--- config.mk ---
export PLATFORM = sky130hd
export DESIGN_NAME = hazard_fwd_sel
export DESIGN_NICKNAME = d
export VERILOG_FILES = /design/src/rtl/hazard_pkg.sv /design/src/rtl/hazard_fwd_sel.sv
export SDC_FILE = /design/constraint.sdc
export NUM_CORES = 1
export LEC_CHECK = 0
export CAP_MARGIN = 20
export CORE_AREA = 2 2 39 41
export DETAILED_ROUTE_END_ITERATION = 16
export DIE_AREA = 0 0 41 43
export PLACE_DENSITY_LB_ADDON = 0.08
export SLEW_MARGIN = 25
export SYNTH_ARGS = -nofsm -noshare
export SYNTH_HDL_FRONTEND = slang
export SYNTH_SLANG_ARGS = --single-unit
--- constraint.sdc ---
create_clock -name vclk -period 1.65
set_input_delay 0.495 -clock vclk [all_inputs]
set_output_delay 0.495 -clock vclk [all_outputs]
set_load 0.01 [all_outputs]
--- src/rtl/hazard_pkg.sv ---
// hazard_pkg: shared types and helpers for the pipeline hazard controller
package hazard_pkg;

    typedef enum logic [1:0] {
        FWD_RF  = 2'b00,
        FWD_WB  = 2'b01,
        FWD_MEM = 2'b10
    } fwd_sel_t;

    typedef enum logic {
        IDLE = 1'b0,
        WAIT = 1'b1
    } memwait_state_t;

    // Destination dst produces a value that src needs; register 0 is never a dependency
    function automatic logic reg_match(input logic [4:0] dst, input logic [4:0] src);
        return (dst != 5'd0) && (dst == src);
    endfunction

endpackage

--- src/rtl/hazard_fwd_sel.sv ---
// hazard_fwd_sel: E-stage operand forward select for one source specifier (M beats W)
module hazard_fwd_sel
    import hazard_pkg::*;
(
    input  logic [4:0] src,
    input  logic       regwrite_m,
    input  logic [4:0] writereg_m,
    input  logic       regwrite_w,
    input  logic [4:0] writereg_w,
    output fwd_sel_t   sel
);

    // Youngest producer wins so the most recent value reaches the ALU
    always_comb begin
        sel = (regwrite_m && reg_match(writereg_m, src)) ? FWD_MEM :
              (regwrite_w && reg_match(writereg_w, src)) ? FWD_WB  : FWD_RF;
    end

endmodule

# After elaboration in Yosys (flattened, before gate mapping)
# Index checks and enable logic that the tools add are counted.
[word_totals] inputBits=17 elab_cells=10 regBits=0
[classes] n_mux=2 n_eq_ne=2 n_reduce_logical=6
[ops] operator="== test 5 bit" count=2
[ops] operator="nonzero test 5 bit" count=2
[ops] operator="logical AND 1 bit" count=4
[ops] operator="two-way mux 2 bit" count=1
[ops] operator="two-way mux 1 bit" count=1

# Depth between registers and ports, before layout
# Gate-level depths: netlist (run 1).
[logic_depth] ltp_word=5 depth_mapped=4 depth_no_buf=4

# Least setup slack after synthesis (run 1)
# OpenSTA, ideal clock, no wires.
[synth_path] path_type="in2out" start="in writereg_m[1]" end="out sel[0]" n_path_buf=0 arrival_time_ps=1245 path_stages=3 setup_slack_ps=-90 path_cell_list="o41ai_2 -> a211oi_2 -> nor3_2"
[synth_between] elab_chain_cells=4
[synth_rtl] item="from (decl)" line_no="hazard_fwd_sel.sv:7" text="input logic [4:0] writereg_m,"
[synth_rtl] item="== test 5 bit or nonzero test 5 bit (tied branches)" line_no="hazard_pkg.sv:17" text="return (dst != 5'd0) && (dst == src);"
[synth_rtl] item="logical AND 1 bit *" line_no="hazard_pkg.sv:17"
[synth_rtl] item="logical AND 1 bit *" line_no="hazard_fwd_sel.sv:15" text="sel = (regwrite_m && reg_match(writereg_m, src)) ? FWD_MEM :"
[synth_rtl] item="two-way mux 2 bit *" line_no="hazard_fwd_sel.sv:15"
[synth_rtl] item="to (decl)" line_no="hazard_fwd_sel.sv:10" text="output fwd_sel_t sel"
# Mark *: on every way between the ends. The rest lies on a longest branch, timed or not.

# Worst setup path in the final report (run 1)
[layout_path] start="in writereg_m[3]" end="out sel[0]"
# The elaborated chain is that of the path after synthesis.

==> results.tsv, run 1 <==
metric	value	unit
clock_power_share	0	%
fin_util	28.8	%
rsz0062_at_grt	yes	
die_w	41	microns
p_leak	0.000165	uW
tightestPinTransition	0.249	ns
vias	223	
violations	setup timing	
cpMaxStageDelayCell	o41ai_4	
synth_top_area_share	28.9	%
finalNonFillerCells	57	
die-height	43	microns
nClkBuffers	0	
grt_util_all_layers	6.39	%
routabilityCongestion	0.652	
ff_latch_area	0	sq um
grt_pass1_vias	222	
initial_core_util	10.9	%
cp.required	1.15	ns
p_per_area	227	nW/um^2
postCtsHoldBufs	0	
drt-wirelength-per-cell	10.3	microns
drive_gt1_share	61.0	%
syn_avg_cell_area	7.57	sq um
crit_fanout	2	
synth_cell_types	11	
grt_pass1_wl	834	microns
ir_worst_vdd	100	uV
syn_nets	37	
swShare	40.6	%
dieArea	1760	sq um
gr-total-overflow	0	
slew_viol_final	0	
hold_viol	0	
setup_viol	2	
startpoint_type	primary input	
yosys-top-cells-area	xnor2_1 29%, xor2_1 17%, o41ai_2 11%, a211oi_2 8.3%, nand3_1 6.6%	
max_stage_delay	0.34	ns
slew_headroom	83.3	%
wirelength	588	microns
post_cts_buffers	0	
drc_errors	0	
cp_cell_sequence	buf_8, o41ai_4, a211oi_2, nor3_2, buf_2	
pwr-share-comb	100.0	%
placed_cells	57	
io_pins	19	
area_growth_syn_to_layout	163	%
drt-pass1-iter-count	2	
cap_violations	0	
yosys.area.top_type	xnor2_1	
multiInputGateArea	204	sq um
critPathCaptureType	output port	
rows	14	
fin_crit	1.88	ns
internal-power	53.7	uW
syn-cell-area	151	sq um
drtIter0Drc	1	
portBuffers	19	
power.switching	36.7	uW
setup_ws	-0.233	ns
yosysWarningCount	0	
fmax	0.531	GHz
core	1380	sq um
nets	60	
syn_inst	20	
seq_cells	0	
worstHoldPathType	in2out	
cp.arrival	1.39	ns
vias_per_cell	3.91	
fillerInstances	164	
power_frac_seq	0	%
final.period_utilization	114	%
yosysSeqAreaShare	0	%
grt_start_max_net_pins	5	
antennaDiodeCount	0	
setup.worst_path.class	in2out	
drtAntennaViolNets	0	
status	finished, violations left	
grt_antenna_before_repair	0	
## power by group through the flow
stage	clock, uW	sequential (uW)	combinational [uW]
floorplan	0	0	28.0
global placement	0	0	87.6
detailed placement	0	0	88.7
CTS	0	0	84.4
global route	0	0	96.9
finish	0	0	90.5
## cell usage after synthesis (all sizes together)
cell type / instances
xnor2: 5
a21oi: 1
nor4: 1
nand2: 2
xor2: 3
nor2: 1
a211oi: 1
nand3: 2
o41ai: 1
nor3: 3
## stage by stage
stage | cell area [sq um] | worst slack, ns | total power, uW | hold slack [ns] | setup TNS [ns]
finish | 398 | -0.233 | 90.5 | 1.39 | -0.391
global route | 398 | -0.274 | 96.9 | 1.40 | -0.472
CTS | 380 | -0.252 | 84.4 | 1.40 | -0.450
global placement | 390 | -1.03 | 87.6 | 1.99 | -2.06
floorplan | 165 | -0.00294 | 28.0 | 1.10 | -0.00294
detailed placement | 390 | -1.05 | 88.7 | 1.98 | -2.07
## per-layer routing
layer	vias up	wire (microns)	track usage [%]
met5	-	0	0
met4	0	0	0
met3	0	58	0.524
met2	11	318	12.2
met1	97	211	7.59
li1	115	-	-
## final cells by class
cell class                      instances  share of cell area [%]
Multi-Input combinational cell         20                    51.3
Timing Repair Buffer                   21                    43.7
Tap cell                               16                    5.03
## logic make-up (layout without fill, tap and decap cells)
family / after synthesis / in the layout / synth area share (%)
buffers and inverters: 0 / 21 / 0
xor gates and xnor gates: 8 / 8 / 46.3
and+or+nand+nor: 9 / 9 / 31.4
AOI/OAI and AO/OA: 3 / 3 / 22.3
## cell usage in the layout, fill, tap and decap left out
master / count
nor4_2: 1
a211oi_2: 1
nand3_1: 2
buf_4: 1
clkbuf_2: 2
buf_6: 4
dlygate4sd2_1: 3
nor3_2: 2
nand2_1: 2
o41ai_4: 1
clkdlybuf4s15_1: 1
nor2_4: 1
xnor2_2: 2
a21oi_1: 1
buf_2: 7
buf_8: 2
xnor2_1: 3
clkdlybuf4s50_1: 1
xor2_2: 1
nor3_1: 1
xor2_1: 2
## path summary, 6_finish.rpt
kind / from / endpoint / cells past startpoint
setup / recovery: writereg_m[3] / sel[0] / 5
hold / removal: src[0] / sel[1] / 5
## repair_timing
item	4_1_cts	5_1_grt
resized for setup	67	12
setup endpoints to repair	2	2
pin swaps	14	8
cloned	0	0
## worst max-delay path: cells and delay by family
kind            cells  cell delay [ns]
compound gates      2             0.47
buf+inv             2             0.25
simple gates        1             0.17
Note: power is estimated with default switching activity, not from simulation.
==> run 2, diff against run 1 <==
Clock period 1.65 ns to 2.26 ns, I/O delays scaled along.
==> run 2 against run 1 <==
  * The flow still finishes with violations (setup timing)
  * Utilization rose by 2.8 points
  * Setup slack improved by 0.18 ns
  * Combinational power fell by 21%
  * Largest power group unchanged
  * Highest routed layer unchanged
==> results.tsv, run 2 (synthesis gave the netlist of run 1 again) <==
metric	value	unit	change
tightestPinTransition	0.258	ns	+0.00836 ns
io_pins	19		unchanged
max_stage_delay	0.34	ns	about the same
hold_viol	0		unchanged
hpwl	497	microns	
cpMaxStageDelayCell	o41ai_4		
worstHoldStart	src[2]		
cp.arrival	1.63	ns	+0.24 ns
nClkBuffers	0		unchanged
p_per_area	164	nW/um^2	-28%
seq_cells	0		unchanged
drive_gt1_share	65.1	%	+4.1 points
die_w	41	microns	unchanged
multiInputGateArea	216	sq um	+6.1%
layout_common_cells	6 x buf_2, 5 x buf_4, 4 x xnor2_2, 4 x buf_6		
drtIter0Drc	3		+2
grt_util_all_layers	8.20	%	+1.8 points
grt_start_max_net_pins	5		unchanged
nets	62		+3.3%
crit_fanout	2		unchanged
totalPowerFinal	71.5	uW	-21%
startpoint_type	primary input		
fillerInstances	151		-7.9%
dieArea	1760	sq um	unchanged
status	finished, violations left		
gr-total-overflow	0		unchanged
antennaDiodeCount	0		unchanged
worstHoldPathType	in2out		
vias_per_cell	4.00		+2.2%
final_common_cell	buf_2		
drc_errors	0		unchanged
die-height	43	microns	unchanged
setup_ws	-0.0498	ns	+0.183 ns
grt_antenna_before_repair	0		unchanged
fin_crit	2.31	ns	
grt_pass1_wl	1060	microns	+26%
portBuffers	19		unchanged
pre_cts_slack	-0.828	ns	+0.223 ns
cp_cell_sequence	buf_8, o41ai_4, a211oi_2, buf_4, nor3_2, buf_2		
place_area	384	sq um	-1.6%
rows	14		unchanged
cp_top_family	compound AO/OA/AOI/OAI gates		
core	1380	sq um	unchanged
fin_area	437	sq um	+9.7%
hold_path_depth	6		+1
initial_core_util	10.9	%	unchanged
whs_endpoint	sel[1]		
drtAntennaViolNets	0		unchanged
fmax	0.433	GHz	
drt-wirelength-per-cell	11.0	microns	+7.0%
slew_viol_final	0		unchanged
cp.required	1.58	ns	+0.43 ns
ir_worst_vdd	49.3	uV	-51%
rsz0062_at_grt	yes		
ff_latch_area	0	sq um	unchanged
area_growth_syn_to_layout	188	%	
cp.depth	6		+1
grt_pass1_vias	231		+4.1%
setup_viol	1		-1
routabilityCongestion	0.676		+3.7%
slew_headroom	82.7	%	-0.64 points
worst_hold_slack	1.84	ns	+0.454 ns
cap_violations	0		unchanged
setup.worst_path.class	in2out		
wirelength	651	microns	+11%
critPathCaptureType	output port		
final.period_utilization	102	%	
p_leak	0.000185	uW	+12%
postCtsHoldBufs	0		unchanged
drt-pass1-iter-count	4		+2
vias	236		+5.8%
violations	setup timing		
critPathBufInv	3		+1
[run 2: worst max path at each step]
stage	from	end	slack [ns]
after global routing	writereg_w[2]	sel[0]	-0.13
after floorplan	writereg_m[1]	sel[0]	0.15
final	writereg_m[3]	sel[0]	-0.05
after detailed placement	writereg_m[1]	sel[0]	-0.83
after global placement	src[1]	sel[1]	-0.81
after CTS	writereg_m[3]	sel[0]	-0.05
[run 2: per-stage QoR]
| stage | utilization [%] | instances | setup TNS, ns |
|---|---|---|---|
| detailed placement | 27.8 | 58 | -1.63 |
| global placement | 27.8 | 58 | -1.60 |
| floorplan | - | 20 | 0 |
| global route | 31.6 | 59 | -0.144 |
| finish | 31.6 | 59 | -0.0498 |
| CTS | 28.6 | 59 | -0.0536 |
[run 2: power by group]
part | switching (uW) | leakage (uW) | internal [uW]
Clock | 0 | 0 | 0
Sequential | 0 | 0 | 0
Combinational | 28.3 | 0.000185 | 43.2
Total | 28.3 | 0.000185 | 43.2
[run 2: area by class of cell]
| cell class | instances | share of cell area (%) |
|---|---|---|
| multi-input cells | 20 | 49.6 |
| well taps | 16 | 4.58 |
| repair buffers | 23 | 45.8 |
[run 2: layer usage]
metal	global-route usage [%]	vias to the layer above	routed length, microns	share of wire [%]
met5	0	-	0	0
met4	0	0	0	0
met3	0	0	30	4.6
met2	13.1	9	356	55
li1	-	120	-	-
met1	12.7	107	264	41
[run 2: what timing repair did]
item	4_1_cts	5_1_grt
gates resized for setup	69	11
setup buffers	1	0
endpoints found under the setup margin	2	2
pin swaps	13	4
==> run 3, diff against run 2 <==
Settings changed: PLACE_DENSITY_LB_ADDON 0.08 to default, SLEW_MARGIN 25 to default.
==> run 3 against run 2 <==
  * The flow now finishes without violations
  * Combinational power shrank 13%
  * Maximum frequency is 5.3% higher
  * Via count fell by 5.9%
  * Final area decreased by 11%
  * Utilization shrank 3.4 points
  * Power down 13%
  * Die area unchanged
  * Critical path depth is the same
  * Flip-flop and latch count unchanged
  * Critical path type unchanged
  * Critical endpoint unchanged
  * Highest routed layer unchanged
==> results.tsv, run 3 (synthesis gave the netlist of run 1 again) <==
metric	value	unit	change
drt-pass1-iter-count	1		-3
nClkBuffers	0		unchanged
slew_viol_final	0		unchanged
grt_util_all_layers	6.69	%	-1.5 points
rsz0062_at_grt	yes		
drtIter0Drc	0		-3
p_leak	0.000170	uW	-8.4%
grt_pass1_wl	862	microns	-18%
layout_common_cells	6 x buf_6, 5 x buf_2		
placed_cells	59		+1.7%
tightestPinTransition	0.270	ns	+0.0122 ns
routabilityCongestion	0.583		-14%
seq_cells	0		unchanged
portBuffers	19		unchanged
dieArea	1760	sq um	unchanged
hpwl	455	microns	-8.3%
drt-wirelength-per-cell	8.69	microns	-21%
fin_crit	2.19	ns	-0.117 ns
grt_start_max_net_pins	5		unchanged
grt_pass1_vias	210		-9.1%
drtAntennaViolNets	0		unchanged
worstHoldPathType	in2out		
finalNonFillerCells	59		unchanged
cap_violations	0		unchanged
slew_headroom	81.8	%	-0.87 points
antennaDiodeCount	0		unchanged
setup_viol	0		-1
critPathCaptureType	output port		
nets	62		unchanged
drc_errors	0		unchanged
die_w	41	microns	unchanged
cpMaxStageDelayCell	nor4_2		
fin_tns_setup	0	ns	+0.0498 ns
cp_top_family	simple AND/OR/NAND/NOR gates		
status	finished, final reports clean		
p_per_area	161	nW/um^2	-1.9%
setup.worst_path.class	in2out		
final_common_cell	buf_6		
grt_antenna_before_repair	0		unchanged
cp.arrival	1.52	ns	-0.11 ns
drive_gt1_share	58.1	%	-7.0 points
gr-total-overflow	0		unchanged
hold_viol	0		unchanged
critPathMostFrequentCell	nor3_2		
vias_per_cell	3.76		-5.9%
rows	14		unchanged
initial_core_util	10.9	%	unchanged
crit_fanout	4		+2
vias	222		-5.9%
max_stage_delay	0.31	ns	-0.03 ns
fmax	0.456	GHz	+5.3%
area_growth_syn_to_layout	157	%	
wirelength	513	microns	-21%
die-height	43	microns	unchanged
core	1380	sq um	unchanged
critPathBufInv	2		-1
ff_latch_area	0	sq um	unchanged
cp_cell_sequence	buf_4, nor4_2, nor3_2, a21oi_1, nor3_2, buf_2		
ir_worst_vdd	39.4	uV	-20%
totalPowerFinal	62.5	uW	-13%
startpoint_type	primary input		
cp.required	1.58	ns	about the same
io_pins	19		unchanged
final.period_utilization	97.0	%	-5.2 points
[run 3: tightest hold or removal path: stages]
cell and delay [ns]:
clkbuf_2 0.09, xnor2_1 0.06, nand2_1 0.07, a211oi_2 0.05, buf_2 0.13
[run 3: final cells by class]
type	count	area, sq um
well taps	16	20.0
fillers	163	995
multi-input cells	20	178
repair buffers	23	191
[run 3: worst paths after layout]
kind,from,endpoint,slack [ns],cells past startpoint
setup / recovery,src[0],sel[0],0.07,6
hold / removal,src[2],sel[1],1.77,5
[run 3: power by group]
part | switching [uW] | internal [uW] | leakage (uW)
clock | 0 | 0 | 0
sequential | 0 | 0 | 0
combinational | 22.9 | 39.6 | 0.000170
total | 22.9 | 39.6 | 0.000170
[run 3: stage by stage]
stage	hold slack, ns	utilization [%]	cell area [sq um]	worst slack (ns)
after floorplan	1.46	-	151	0.154
after global placement	2.35	28.3	392	-0.786
after detailed placement	2.35	28.3	392	-0.792
after CTS	1.78	27.7	383	0.00427
after global routing	1.80	28.1	389	-0.0505
final	1.77	28.1	389	0.0668
[run 3: repair_timing]
action                                  in CTS  in global routing
endpoints found under the setup margin       2                  2
pin swaps                                   14                  9
resized for setup                           64                  8
buffers inserted                             0                  0
hold buffers                                 0                  0
[run 3: per-layer routing]
layer  up-vias  part of all wire, %  global-route usage, %
li1        119                    -                      -
met1        94                   48                   11.4
met2         9                   44                   9.69
met3         0                  7.8                      0
met4         0                    0                      0
met5         -                    0                      0
